===== src/rtl/uart_pkg.sv =====
// Shared UART definitions: parity mode codes and the frame FSM state encoding,
// used by both the transmitter and the matching receiver.
package uart_pkg;

  localparam logic [1:0] PAR_NONE = 2'b00;
  localparam logic [1:0] PAR_EVEN = 2'b01;
  localparam logic [1:0] PAR_ODD  = 2'b10;

  typedef enum logic [2:0] {
    IDLE,
    START,
    DATA,
    PARITY,
    STOP,
    BREAK
  } uart_state_e;

  // Mode 2'b11 is deliberately treated as no parity.
  function automatic logic par_enabled(input logic [1:0] mode);
    return (mode == PAR_EVEN) || (mode == PAR_ODD);
  endfunction

endpackage


===== src/rtl/uart_baud_gen.sv =====
// Bit-period counter: counts 0..CLKS_PER_BIT-1 while enabled and flags the
// terminal count. Shared by the UART transmitter and receiver.
module uart_baud_gen #(
  parameter int CLKS_PER_BIT = 16
) (
  input  logic                            clk,
  input  logic                            rst,
  input  logic                            clr,
  input  logic                            en,
  output logic [$clog2(CLKS_PER_BIT)-1:0] baud_cnt,
  output logic                            bit_tick
);

  localparam int CW = $clog2(CLKS_PER_BIT);
  localparam logic [CW-1:0] TERM = CW'(CLKS_PER_BIT - 1);

  always_ff @(posedge clk) begin
    if (rst || clr)
      baud_cnt <= '0;
    else if (en)
      baud_cnt <= (baud_cnt == TERM) ? '0 : baud_cnt + 1'b1;
  end

  assign bit_tick = en && (baud_cnt == TERM);

endmodule


===== src/rtl/uart_tx_frame.sv =====
// Parametrised UART transmitter with run-time parity and valid/ready input.
// Optional line-break generation is enabled by defining UART_TX_BREAK_EN.
module uart_tx_frame
  import uart_pkg::*;
#(
  parameter int DATA_BITS    = 8,
  parameter int CLKS_PER_BIT = 16,
  parameter int STOP_BITS    = 1
) (
  input  logic                 clk,
  input  logic                 rst,
  input  logic [DATA_BITS-1:0] tx_data,
  input  logic                 tx_valid,
  input  logic [1:0]           parity_mode,
`ifdef UART_TX_BREAK_EN
  input  logic                 break_req,
`endif
  output logic                 tx_ready,
  output logic                 tx,
  output logic                 busy
);

  localparam int CW = $clog2(CLKS_PER_BIT);
  localparam int BW = $clog2(DATA_BITS + 1);
  localparam logic [CW-1:0] TERM      = CW'(CLKS_PER_BIT - 1);
  localparam logic [BW-1:0] LAST_DATA = BW'(DATA_BITS - 1);
  localparam logic [BW-1:0] LAST_STOP = BW'(STOP_BITS - 1);

  uart_state_e          state;
  logic [DATA_BITS-1:0] shift_reg;
  logic [1:0]           mode;
  logic                 par_bit;
  logic [BW-1:0]        bit_cnt;
  logic [CW-1:0]        baud_cnt;
  logic                 bit_tick;
  logic                 accept;
  logic                 last_stop;
  logic                 brk_go;
  logic                 brk_clr;

`ifdef UART_TX_BREAK_EN
  logic brk_rel;
  assign brk_go  = break_req;
  // Hold the bit counter at zero while the line is held low so the
  // release period is exactly one full bit.
  assign brk_clr = (state == BREAK) && !brk_rel;
`else
  assign brk_go  = 1'b0;
  assign brk_clr = 1'b0;
`endif

  assign last_stop = (state == STOP) && (bit_cnt == LAST_STOP) && (baud_cnt == TERM);
  assign tx_ready  = ((state == IDLE) && !brk_go) || last_stop;
  assign accept    = tx_valid && tx_ready;
  assign busy      = (state != IDLE);

  uart_baud_gen #(.CLKS_PER_BIT(CLKS_PER_BIT)) u_baud (
    .clk      (clk),
    .rst      (rst),
    .clr      (accept || brk_clr),
    .en       (busy),
    .baud_cnt (baud_cnt),
    .bit_tick (bit_tick)
  );

  // tx is driven with the value of the state being entered, so each bit is
  // on the line for exactly the cycles its state is resident.
  always_ff @(posedge clk) begin
    if (rst) begin
      state     <= IDLE;
      tx        <= 1'b1;
      bit_cnt   <= '0;
      shift_reg <= '0;
      mode      <= PAR_NONE;
      par_bit   <= 1'b0;
`ifdef UART_TX_BREAK_EN
      brk_rel   <= 1'b0;
`endif
    end else if (accept) begin
      state     <= START;
      tx        <= 1'b0;
      shift_reg <= tx_data;
      mode      <= parity_mode;
      par_bit   <= (^tx_data) ^ (parity_mode == PAR_ODD);
      bit_cnt   <= '0;
    end else begin
      case (state)
        IDLE: begin
          if (brk_go) begin
            state <= BREAK;
            tx    <= 1'b0;
          end
        end
        START: begin
          if (bit_tick) begin
            state   <= DATA;
            tx      <= shift_reg[0];
            bit_cnt <= '0;
          end
        end
        DATA: begin
          if (bit_tick) begin
            if (bit_cnt == LAST_DATA) begin
              bit_cnt <= '0;
              if (par_enabled(mode)) begin
                state <= PARITY;
                tx    <= par_bit;
              end else begin
                state <= STOP;
                tx    <= 1'b1;
              end
            end else begin
              shift_reg <= shift_reg >> 1;
              tx        <= shift_reg[1];
              bit_cnt   <= bit_cnt + 1'b1;
            end
          end
        end
        PARITY: begin
          if (bit_tick) begin
            state <= STOP;
            tx    <= 1'b1;
          end
        end
        STOP: begin
          if (bit_tick) begin
            if (bit_cnt == LAST_STOP) begin
              state <= IDLE;
              tx    <= 1'b1;
            end else begin
              bit_cnt <= bit_cnt + 1'b1;
            end
          end
        end
`ifdef UART_TX_BREAK_EN
        BREAK: begin
          if (!brk_rel) begin
            if (!break_req) begin
              brk_rel <= 1'b1;
              tx      <= 1'b1;
            end
          end else if (bit_tick) begin
            state   <= IDLE;
            brk_rel <= 1'b0;
          end
        end
`endif
        default: begin
          state <= IDLE;
          tx    <= 1'b1;
        end
      endcase
    end
  end

endmodule


===== config.mk =====
export PLATFORM = sky130hd
export DESIGN_NAME = uart_tx_frame
export DESIGN_NICKNAME = d
export VERILOG_FILES = /design/src/rtl/uart_pkg.sv /design/src/rtl/uart_baud_gen.sv /design/src/rtl/uart_tx_frame.sv
export SDC_FILE = /design/constraint.sdc
export NUM_CORES = 1
export LEC_CHECK = 0
export CORE_MARGIN = 5
export CORE_UTILIZATION = 55
export DETAILED_ROUTE_END_ITERATION = 7
export GPL_TIMING_DRIVEN = 0
export PLACE_DENSITY = 0.83
export SYNTH_ARGS = -nofsm -noshare
export SYNTH_HDL_FRONTEND = slang
export SYNTH_SLANG_ARGS = --single-unit

===== constraint.sdc =====
create_clock -name clk -period 2.25 [get_ports clk]
set_input_delay 0.5625 -clock clk [delete_from_list [all_inputs] [get_ports clk]]
set_output_delay 0.5625 -clock clk [all_outputs]
set_load 0.05 [all_outputs]

; ---- Word-level counts from Yosys, hierarchy flattened
; Index checks and enable logic that the tools add are counted.
[totals]
reg_bits = 23
inputBits = 13
word_cells = 85
[op_classes]
addsub = 2
n_eq_ne = 24
muxes = 29
bitwise = 2
reduce_logical = 20
[op_table]
columns = operator, n
row1 = 8-bit 2-to-1 mux, 4
row2 = 4-bit 2-to-1 mux, 6
row3 = 3-bit 2-to-1 mux, 7
row4 = 3-bit by 2-bit != test with 1-bit output (second input constant), 5
row5 = 3-bit case mux with 5 select lines, 1
row6 = 7-bit AND reduction, 2
row7 = 2-bit != test (second input constant), 6
row8 = 4-bit case mux with 3 select lines, 1
row9 = 1-bit 2-to-1 mux, 9
row10 = 4-bit by 1-bit adder with 4-bit output (second input constant), 2
row11 = 8-bit parity, 1
row12 = 3-bit by 2-bit equality test with 1-bit output (second input constant), 2
row13 = 2-bit by 1-bit != test with 1-bit output (second input constant), 3
row14 = 6-bit AND reduction, 1
row15 = 3-bit nonzero test, 2
row16 = 1-bit case mux with 5 select lines, 1
row17 = 5-bit AND reduction, 1
row18 = 2-bit equality test (second input constant), 2
row19 = 4-bit by 3-bit equality test with 1-bit output (second input constant), 1
row20 = 4-bit equality test (second input constant), 1
row21 = 1-bit logical AND, 4
row22 = 4-bit zero test, 1
row23 = 2-bit nonzero test, 2
row24 = 3-bit by 1-bit equality test with 1-bit output (second input constant), 1
row25 = 9 further kinds, 11

; ---- Logic depth before layout (Yosys ltp)
; Gate-level depths: netlist of the first run.
[logic_depth]
depth_word = 7
mapped_depth = 9
ltp_nobuf = 7

; ---- Cells and area by module
; From an unflattened synthesis of the first run, not the netlist that was laid out.
[unflattened]
cells_unflattened = 164
area_unflattened_um2 = 1316.3
[modules_own_cells]
columns = module, instances, cells_each, area_per_inst_um2, seq_area_each_um2
row1 = uart_tx_frame, 1, 147, 1142.3, 380.4
row2 = uart_baud_gen, 1, 17, 173.9, 80.1

; ---- Least setup slack after synthesis of the first run
; OpenSTA, ideal clock, no wires.
[synth_path]
kind = flip-flop to output port
startpoint = reg bit_cnt[0]
endpoint = out tx_ready
t_arrival_ns = 1.494
required_ns = 1.688
slack_ns = 0.193
path_stages_with_launch = 6
cell_sequence = dfxtp_1 inv_1 ha_1 or3b_4 o21ai_2 and2_1
[synth_between]
elab_chain_cells = 4
[synth_rtl]
columns = element, line
row1 = from (decl), uart_tx_frame.sv:33  ; logic [BW-1:0] bit_cnt;
row2 = from (signal assigned), uart_tx_frame.sv:115  ; bit_cnt <= bit_cnt + 1'b1;
row3 = from (signal assigned), uart_tx_frame.sv:131  ; bit_cnt <= bit_cnt + 1'b1;
row4 = 4-bit zero test, uart_tx_frame.sv:52  ; assign last_stop = (state == STOP) && (bit_cnt == LAST_STOP) && (baud_cnt == TERM);
row5 = 1-bit logical AND (2 in series), uart_tx_frame.sv:52
row6 = 1-bit logical OR, uart_tx_frame.sv:53  ; assign tx_ready = ((state == IDLE) && !brk_go) || last_stop;
row7 = to (decl), uart_tx_frame.sv:18  ; output logic tx_ready,
; No other way between the ends.

; ---- Worst setup path in the final report of the first run
[layout_path]
startpoint = reg bit_cnt[1]
endpoint = out tx_ready
; Same word-level chain as after synthesis.

==> impl_metrics.csv, run 1 <==
group,metric,value,unit
setup_path,crit_path_end_kind,"output pin",
yosys,synth_top_flop_cell,"dfxtp_1",
clock_tree,cts_tree,"done",
power_and_ir_drop,pwr-share-seq,0.542,
power_and_ir_drop,power_density,495,nW/um^2
cells_and_area,post-route-cell-area,1660,um^2
global_routing,grt_pass1_wl,5.00,mm
cells_and_area,seqCellArea,464,um^2
yosys,synth_seq_area_share,0.332,
place,hpwl,2.13,mm
timing,finalSetupViolations,1,
yosys,netlist_area,1390,um^2
global_routing,grt-ovfl-total,0,
clock_tree,cts_max_level,1,
drt,drt-vias-per-instance,5.89,
power_and_ir_drop,clkPwrFrac,0.233,
timing,rsz0062_at_grt,"yes",
drt,drtIter0Drc,54,
drt,routedWlPerCell,14.5,um
die,pin_count,16,
timing,relSlewSlack,0.631,
drt,antenna_left,0,
timing,slew_viol_final,0,
cells_and_area,largest_reg_flops,8,
power_and_ir_drop,power_frac_comb,0.225,
timing,fin_ws,-0.0307,ns
setup_path,critPathRequiredTime,1.69,ns
global_routing,grt_usage,0.179,
global_routing,grt_pass1_vias,1143,
place,numPortBuffers,15,
drt,vias,1220,
yosys,synth_edf_count,0,
yosys,async_flop_share,0,
place,placed_area,1580,um^2
power_and_ir_drop,switching_share,0.281,
power_and_ir_drop,peakVddDrop,0.451,mV
setup_path,r2r_setup_slack,0.20,ns
setup_path,start_kind,"flop",
timing,min_period,2.28,ns
power_and_ir_drop,finalPower,0.000822,W
die,dieHeight,60.2,um
clock_tree,cts_max_path_buffers,2,
place,place.gp.congestion,0.928,
timing,min_period_over_period,1.01,
global_routing,grt_antenna_before_repair,0,
global_routing,grt_max_degree,13,
outcome,violations,"setup timing",
timing,max_slew.worst_pin.slew,0.553,ns
yosys,synth_nets,169,
setup_path,r2r_start,"bit_cnt[1]$_SDFFE_PP0P_",
die,row_count,18,
yosys,syn_inst,153,
yosys,ys_warn_count,0,
setup_path,crit_arrival,1.72,ns
clock_tree,cts_made_buffers,3,
timing,hold_violations,0,
setup_path,crit_type,"reg2out",
run,cap_violations,0,
timing,fmax,438,MHz
drt,drc_errors,0,
outcome,status,"complete, but fails checks",
die,die_area,3630,um^2
die,die_w,60.2,um
die,initial_utilization,0.565,
clock_tree,cts_sinks,23,
setup_path,startpoint,"bit_cnt[1]$_SDFFE_PP0P_",
yosys,synth-seq-cells,23,
timing,finClkSkew,0.00305,ns
clock_tree,clk_pin_slew_worst_paths,0.12,ns
cells_and_area,area_delta_synth_final,19.7,%
power_and_ir_drop,power_leakage,0.681,nW
clock_tree,cts-root-buf,"clkbuf_4",
timing,final.setup.tns,-0.0307,ns
setup_path,crit_path_max_fanout,3,
power_and_ir_drop,intPower,0.000591,W
cells_and_area,drive_gt1_frac,0.209,
worst_hold_path,hold_path.class,"reg2reg",
setup_path,r2r-end,"bit_cnt[0]$_SDFFE_PP0P_",
cells_and_area,multi_input_area,877,um^2
yosys,avgSynthCellArea,9.07,um^2
drt,drt_wl_total,3.00,mm
yosys,synth_cell_types,45,
setup_path,endpoint,"tx_ready",
cells_and_area,nFillCells,204,
cells_and_area,fin_nets,194,
place,pre_cts_slack,-0.402,ns
clock_tree,clk_latency,0.31,ns
setup_path,reg2reg_depth,9,
cells_and_area,diodes,0,
drt,drtPass1Iterations,4,
die,core_area,2450,um^2
power_and_ir_drop,p_sw,0.000231,W
## layer usage
metal | vias up | share of wire | track usage
met5 | - | 0 | 0
met4 | 0 | 0.030 | 0.0759
met2 | 37 | 0.49 | 0.293
met3 | 11 | 0.039 | 0.0324
met1 | 573 | 0.44 | 0.229
li1 | 599 | - | -
## final cells by class
cell class,count,area share
plain buffers,8,0.0324
clock buffers,4,0.0158
inverters,3,0.00678
multi-input cells,119,0.528
flip-flops and latches,23,0.280
well taps,30,0.0226
repair buffers,20,0.115
## synthesized netlist by cell type, types with 2 or more instances
cell      number  area, um^2
a211oi_2       4        50.1
nand2_1        7        26.3
dfxtp_1       23         460
a21oi_1        8        40.0
mux2i_1       13         130
nand3_1        5        25.0
o21ai_1        4        20.0
o21ai_2        2        17.5
buf_2          4        20.0
nor2b_1        5        31.3
nand3b_1       3        22.5
or3_1          2        12.5
xnor2_1        6        52.6
nor2_1        19        71.3
a211oi_1       4        30.0
o21ai_0        5        25.0
buf_6          2        22.5
ha_1           3        37.5
and3_1         2        12.5
inv_1          3        11.3
xor2_1         2        17.5
nand2b_1       4        25.0
## power groups by stage
stage	Sequential [W]	Clock, W	Combinational (W)
3_3_place_gp	0.000453	0	0.000175
6_report	0.000446	0.000192	0.000185
5_1_grt	0.000449	0.000220	0.000199
3_5_place_dp	0.000455	0	0.000180
2_1_floorplan	0.000455	0	0.000122
4_1_cts	0.000445	0.000195	0.000184
## layout by cell type, fill, tap and decap left out, types with 5 or more instances in the layout
master and instances:
nor2_1 19, nor2b_1 5, buf_4 6, a21oi_1 8, xnor2_1 6, clkdlybuf4s50_1 13
mux2i_1 13, nand2_1 7, o21ai_0 5, dfxtp_1 20
## cells by family after synthesis
logic type,share of synthesized area
buf+inv,0.0469
fa+ha+maj,0.0271
mux,0.102
flops,0.332
compound gates,0.190
simple gates,0.235
xor+xnor,0.0667
## timing repair
item / in CTS / in global routing
pin swaps: 0 / 1
hold buffers: 0 / 0
setup buffers: 1 / 4
setup endpoints to repair: 2 / 2
gates resized for setup: 18 / 4
## critical path, stage by stage (launching register included)
cell and delay, ns:
dfxtp_2 0.36, inv_2 0.04, ha_1 0.11, or3b_4 0.40, o21ai_4 0.17, and2_4 0.18
buf_8 0.14
## worst min path at each step
stage,to,from,depth (start not counted)
final,shift_reg[7]$_SDFFE_PP0P_,shift_reg[7]$_SDFFE_PP0P_,2
after floorplan,shift_reg[7]$_SDFFE_PP0P_,shift_reg[7]$_SDFFE_PP0P_,2
after global routing,shift_reg[7]$_SDFFE_PP0P_,shift_reg[7]$_SDFFE_PP0P_,2
after CTS,shift_reg[7]$_SDFFE_PP0P_,shift_reg[7]$_SDFFE_PP0P_,2
after detailed placement,shift_reg[7]$_SDFFE_PP0P_,shift_reg[7]$_SDFFE_PP0P_,2
after global placement,shift_reg[7]$_SDFFE_PP0P_,shift_reg[7]$_SDFFE_PP0P_,2
## per-stage QoR
stage          instances  hold WS (ns)   util
6_report             207         0.485  0.676
5_1_grt              207         0.531  0.676
4_1_cts              203         0.483  0.663
3_5_place_dp         198         0.466  0.642
3_3_place_gp         198         0.457  0.642
2_1_floorplan        153         0.447      -
Power figures use the tool's default switching activity.
==> run 2, diff against run 1 <==
Settings changed: CTS_BUF_LIST set to sky130_fd_sc_hd__clkbuf_16.
==> run 2 against run 1 <==
Against the previous run:
- the flow still finishes with violations (setup timing)
- clock power up 96%
- non-clock buffer count down 1
- highest routed layer unchanged
- combinational power about the same
- sequential share of layout area down 0.81 points
- die area unchanged
==> impl_metrics.csv, run 2 (synthesis results as in run 1) <==
group,metric,value,unit
setup_path,crit_path_end_kind,"output pin",
place,placedCellCount,198,
global_routing,grt_pass1_vias,1181,
cells_and_area,mostFrequentLayoutCells,"22 x dfxtp_1, 19 x nor2_1, 13 x mux2i_1, 13 x clkdlybuf4s50_1, 8 x a21oi_1",
power_and_ir_drop,power_density,593,nW/um^2
place,pre_cts_slack,-0.402,ns
setup_path,crit_arrival,1.69,ns
cells_and_area,instances_no_fill,206,
setup_path,critical_path_buf_inv_count,2,
drt,drtIter0Drc,77,
cells_and_area,drive_gt1_frac,0.182,
power_and_ir_drop,peakVddDrop,0.586,mV
die,initial_utilization,0.565,
drt,drc_errors,0,
drt,drtPass1Iterations,4,
global_routing,grt_pass1_wl,5.09,mm
timing,final.setup.tns,-0.00571,ns
setup_path,critPathRequiredTime,1.69,ns
die,row_count,18,
clock_tree,cts_sinks,23,
power_and_ir_drop,power_frac_comb,0.184,
timing,min_period_over_period,1.00,
power_and_ir_drop,clkPwrFrac,0.373,
cells_and_area,final_common_cell,"dfxtp_1",
timing,finClkSkew,0.00224,ns
place,place.gp.congestion,0.928,
clock_tree,clk_latency,0.25,ns
clock_tree,cts_tree,"done",
outcome,violations,"setup timing",
timing,fmax,443,MHz
setup_path,start_kind,"flop",
setup_path,slowest_stage,"or3b_4",
drt,vias,1209,
timing,fin_ws,-0.00571,ns
clock_tree,cts_max_level,1,
drt,routedWlPerCell,14.6,um
place,hpwl,2.13,mm
setup_path,crit_family,"simple AND/OR/NAND/NOR gates",
timing,rsz0062_at_grt,"yes",
power_and_ir_drop,intPower,0.000758,W
timing,hold_slack,0.473,ns
drt,drt-vias-per-instance,5.87,
drt,antenna_left,0,
clock_tree,cts_max_path_buffers,2,
timing,max_slew.worst_pin.slew,0.555,ns
die,die_w,60.2,um
worst_hold_path,hold_path.class,"reg2reg",
place,numPortBuffers,15,
timing,hold_violations,0,
timing,finalSetupViolations,1,
cells_and_area,diodes,0,
clock_tree,cts_made_buffers,3,
timing,min_period,2.26,ns
clock_tree,clk_pin_slew_worst_paths,0.06,ns
global_routing,grt_antenna_before_repair,0,
cells_and_area,fin_nets,193,
power_and_ir_drop,pwr-share-seq,0.443,
setup_path,path_cells,"inv_1, ha_1, or3b_4, o21ai_4, and2_4, buf_8",
cells_and_area,largest_reg_flops,8,
setup_path,crit_path_max_fanout,5,
die,dieHeight,60.2,um
outcome,status,"complete, but fails checks",
global_routing,grt_usage,0.183,
die,die_area,3630,um^2
global_routing,grt_max_degree,13,
setup_path,crit_type,"reg2out",
timing,slew_viol_final,0,
cells_and_area,area_delta_synth_final,22.5,%
timing,relSlewSlack,0.630,
power_and_ir_drop,switching_share,0.248,
power_and_ir_drop,p_sw,0.000250,W
drt,drt_wl_total,3.01,mm
clock_tree,cts-root-buf,"clkbuf_16",
power_and_ir_drop,finalPower,0.00101,W
setup_path,cpPeakStageDelay,0.40,ns
power_and_ir_drop,power_leakage,0.700,nW
run,cap_violations,0,
die,core_area,2450,um^2
global_routing,grt-ovfl-total,0,
die,pin_count,16,
[run 2: cell types whose count changed in the layout (fill, tap and decap cells not counted)]
cell / before / now
clkbuf_16: 0 / 3
clkbuf_1: 2 / 1
buf_4: 6 / 5
inv_1: 1 / 4
inv_2: 2 / 0
buf_2: 4 / 5
dfxtp_2: 3 / 1
clkbuf_4: 4 / 0
dfxtp_1: 20 / 22
[run 2: final cells by class]
type / count / area (um^2)
repair buffers: 19 / 180
fillers: 193 / 754
clock inverters: 1 / 3.75
clock buffers: 3 / 75.1
well taps: 30 / 37.5
multi-input cells: 119 / 877
inverters: 3 / 11.3
flip-flops and latches: 23 / 462
plain buffers: 8 / 53.8
[run 2: repair_timing]
| action | CTS | global route |
|---|---|---|
| pin swaps | 0 | 1 |
| hold buffers | 0 | 0 |
| setup endpoints to repair | 2 | 2 |
| setup buffers | 0 | 4 |
| resized for setup | 13 | 4 |
[run 2: routing by layer]
metal | up-vias | track usage | routed length [um]
met1 | 579 | 0.227 | 1330
met3 | 2 | 0.0410 | 165
met2 | 35 | 0.309 | 1500
met4 | 0 | 0.0601 | 12
met5 | - | 0 | 0
li1 | 593 | - | -
[run 2: worst paths after layout]
| check | startpoint | endpoint | slack [ns] | cells after the start |
|---|---|---|---|---|
| worst max-delay path | bit_cnt[0]$_SDFFE_PP0P_ | tx_ready | -0.006 | 6 |
| worst min-delay path | shift_reg[7]$_SDFFE_PP0P_ | shift_reg[7]$_SDFFE_PP0P_ | 0.47 | 2 |
| worst max register to register | bit_cnt[0]$_SDFFE_PP0P_ | bit_cnt[0]$_SDFFE_PP0P_ | 0.17 | 9 |
| worst min register to register | shift_reg[7]$_SDFFE_PP0P_ | shift_reg[7]$_SDFFE_PP0P_ | 0.47 | 2 |
[run 2: power groups by stage]
stage	sequential, W	clock [W]	combinational [W]
5_1_grt	0.000449	0.000401	0.000201
3_3_place_gp	0.000453	0	0.000175
2_1_floorplan	0.000455	0	0.000122
4_1_cts	0.000446	0.000377	0.000187
3_5_place_dp	0.000455	0	0.000180
6_report	0.000446	0.000376	0.000186
[run 2: tightest hold or removal path, cell delays in order (launching register included)]
cell     delay, ns
dfxtp_1       0.31
nand3_1       0.06
a21oi_1       0.06
[run 2: per-stage QoR]
step	instance area [um^2]	util
floorplan	1390	-
global placement	1580	0.642
detailed placement	1580	0.642
CTS	1670	0.680
global route	1700	0.693
finish	1700	0.693
==> run 3, diff against run 2 <==
Settings changed: ABC_CLOCK_PERIOD_IN_PS set to 1900, CORE_UTILIZATION 55 to 49, PLACE_DENSITY 0.83 to 0.79.
Clock period 2.25 ns to 1.9 ns, I/O delays scaled along.
==> run 3 against run 2 <==
Against the previous run:
- die area increased by 10%
- highest routed layer unchanged
- sequential power increased by 18%
- final cell count increased by 2.4%
- sequential share of layout area decreased by 1.1 points
- critical path depth unchanged
- worst setup slack got worse by 0.20 ns
- clock skew about the same
- via count increased by 1.7%
- the flow still finishes with violations (setup timing)
- flip-flop and latch count unchanged
- count of clock-buffer cells in the layout unchanged
- critical endpoint unchanged
==> impl_metrics.csv, run 3 (synthesis results as in run 1) <==
group,metric,value,unit
global_routing,grt_usage,0.158,
power_and_ir_drop,finalPower,0.00122,W
global_routing,grt_pass1_vias,1232,
timing,fin_ws,-0.203,ns
timing,max_slew.worst_pin.slew,0.551,ns
global_routing,grt_pass1_wl,5.29,mm
cells_and_area,nFillCells,212,
timing,relSlewSlack,0.632,
clock_tree,clk_latency,0.26,ns
setup_path,crit_type,"reg2out",
timing,min_period_over_period,1.11,
clock_tree,cts-root-buf,"clkbuf_16",
cells_and_area,area_delta_synth_final,28.4,%
drt,drt-vias-per-instance,5.82,
worst_hold_path,hold_path.class,"reg2reg",
place,place.gp.congestion,0.875,
place,hpwl,2.15,mm
die,pin_count,16,
global_routing,grt-ovfl-total,0,
power_and_ir_drop,peakVddDrop,0.598,mV
setup_path,start_kind,"flop",
place,numPortBuffers,15,
timing,fmax,475,MHz
setup_path,crit_path_end_kind,"output pin",
timing,hold_slack,0.476,ns
outcome,status,"complete, but fails checks",
timing,finClkSkew,0.00259,ns
die,initial_utilization,0.508,
die,row_count,19,
clock_tree,cts_max_path_buffers,2,
global_routing,grt_antenna_before_repair,0,
clock_tree,clk_pin_slew_worst_paths,0.06,ns
die,die_area,4000,um^2
setup_path,crit_path_max_fanout,2,
timing,rsz0062_at_grt,"yes",
drt,routedWlPerCell,14.7,um
timing,slew_viol_final,0,
timing,hold_violations,0,
cells_and_area,drive_gt1_frac,0.244,
drt,vias,1229,
global_routing,grt_max_degree,13,
cells_and_area,final_common_cell,"dfxtp_1",
clock_tree,cts_tree,"done",
drt,drtPass1Iterations,4,
timing,min_period,2.10,ns
place,placedCellCount,199,
drt,antenna_left,0,
cells_and_area,instances_no_fill,211,
setup_path,path_cells,"inv_1, ha_1, or3b_4, o21ai_4, and2_4, buf_8",
drt,drc_errors,0,
clock_tree,cts_max_level,1,
drt,drt_wl_total,3.11,mm
setup_path,crit_arrival,1.63,ns
cells_and_area,diodes,0,
cells_and_area,mostFrequentLayoutCells,"20 x dfxtp_1, 17 x nor2_1, 13 x mux2i_1",
timing,finalSetupViolations,3,
run,cap_violations,0,
clock_tree,cts_made_buffers,3,
power_and_ir_drop,power_leakage,0.729,nW
cells_and_area,largest_reg_flops,8,
setup_path,critPathRequiredTime,1.42,ns
place,pre_cts_slack,-0.660,ns
outcome,violations,"setup timing",
setup_path,slowest_stage,"or3b_4",
setup_path,cpPeakStageDelay,0.40,ns
timing,final.setup.tns,-0.279,ns
die,dieHeight,63.2,um
cells_and_area,fin_nets,197,
drt,drtIter0Drc,35,
power_and_ir_drop,power_density,686,nW/um^2
clock_tree,cts_sinks,23,
die,die_w,63.2,um
die,core_area,2730,um^2
[run 3: cell types whose count changed in the layout (fill, tap and decap cells not counted), sizes merged]
cell,previous run,this run
buf,13,17
clkdlybuf4s50,13,12
dlymetal6s2s,0,1
[run 3: worst max-delay path: cells and delay by family (launching register included)]
family | cells | cell delay, ns
flops | 1 | 0.32
buf+inv | 2 | 0.19
simple gates | 2 | 0.58
fa+ha+maj | 1 | 0.13
compound gates | 1 | 0.15
[run 3: what timing repair did]
item / CTS / global route
pin swaps: 3 / 3
hold buffers: 0 / 0
gates resized for setup: 26 / 8
setup buffers: 4 / 3
setup endpoints to repair: 4 / 25
cloned: 0 / 1
[run 3: final cells by class]
| class | instances | area, um^2 | share of cell area |
|---|---|---|---|
| Tap cell | 31 | 38.8 | 0.0218 |
| Clock inverter | 1 | 3.75 | 0.00211 |
| Inverter | 3 | 11.3 | 0.00632 |
| Timing Repair Buffer | 23 | 216 | 0.121 |
| Clock buffer | 3 | 75.1 | 0.0421 |
| Multi-Input combinational cell | 119 | 902 | 0.506 |
| Sequential cell | 23 | 464 | 0.261 |
| Buffer | 8 | 70.1 | 0.0393 |
[run 3: stage by stage]
stage | cell area, um^2 | utilization
floorplan | 1390 | -
global placement | 1580 | 0.577
detailed placement | 1580 | 0.577
CTS | 1720 | 0.630
global route | 1780 | 0.652
finish | 1780 | 0.652
[run 3: report_power, final]
part           switching [W]  total [W]  internal (W)
logic               0.000118   0.000240      0.000121
clock network       0.000174   0.000455      0.000281
registers          0.0000187   0.000528      0.000509
[run 3: metal layers]
metal,global-route usage,wire (um),vias to the layer above
met1,0.198,1320,586
met2,0.271,1610,36
li1,-,-,605
met5,0,0,-
met3,0.0266,155,2
met4,0.0571,21,0
[run 3: worst paths after layout]
kind / from / slack [ns] / end / depth (start not counted)
min reg2reg: shift_reg[7]$_SDFFE_PP0P_ / 0.48 / shift_reg[7]$_SDFFE_PP0P_ / 2
min: shift_reg[7]$_SDFFE_PP0P_ / 0.48 / shift_reg[7]$_SDFFE_PP0P_ / 2
max: bit_cnt[0]$_SDFFE_PP0P_ / -0.20 / tx_ready / 6
max reg2reg: bit_cnt[0]$_SDFFE_PP0P_ / -0.05 / bit_cnt[1]$_SDFFE_PP0P_ / 8
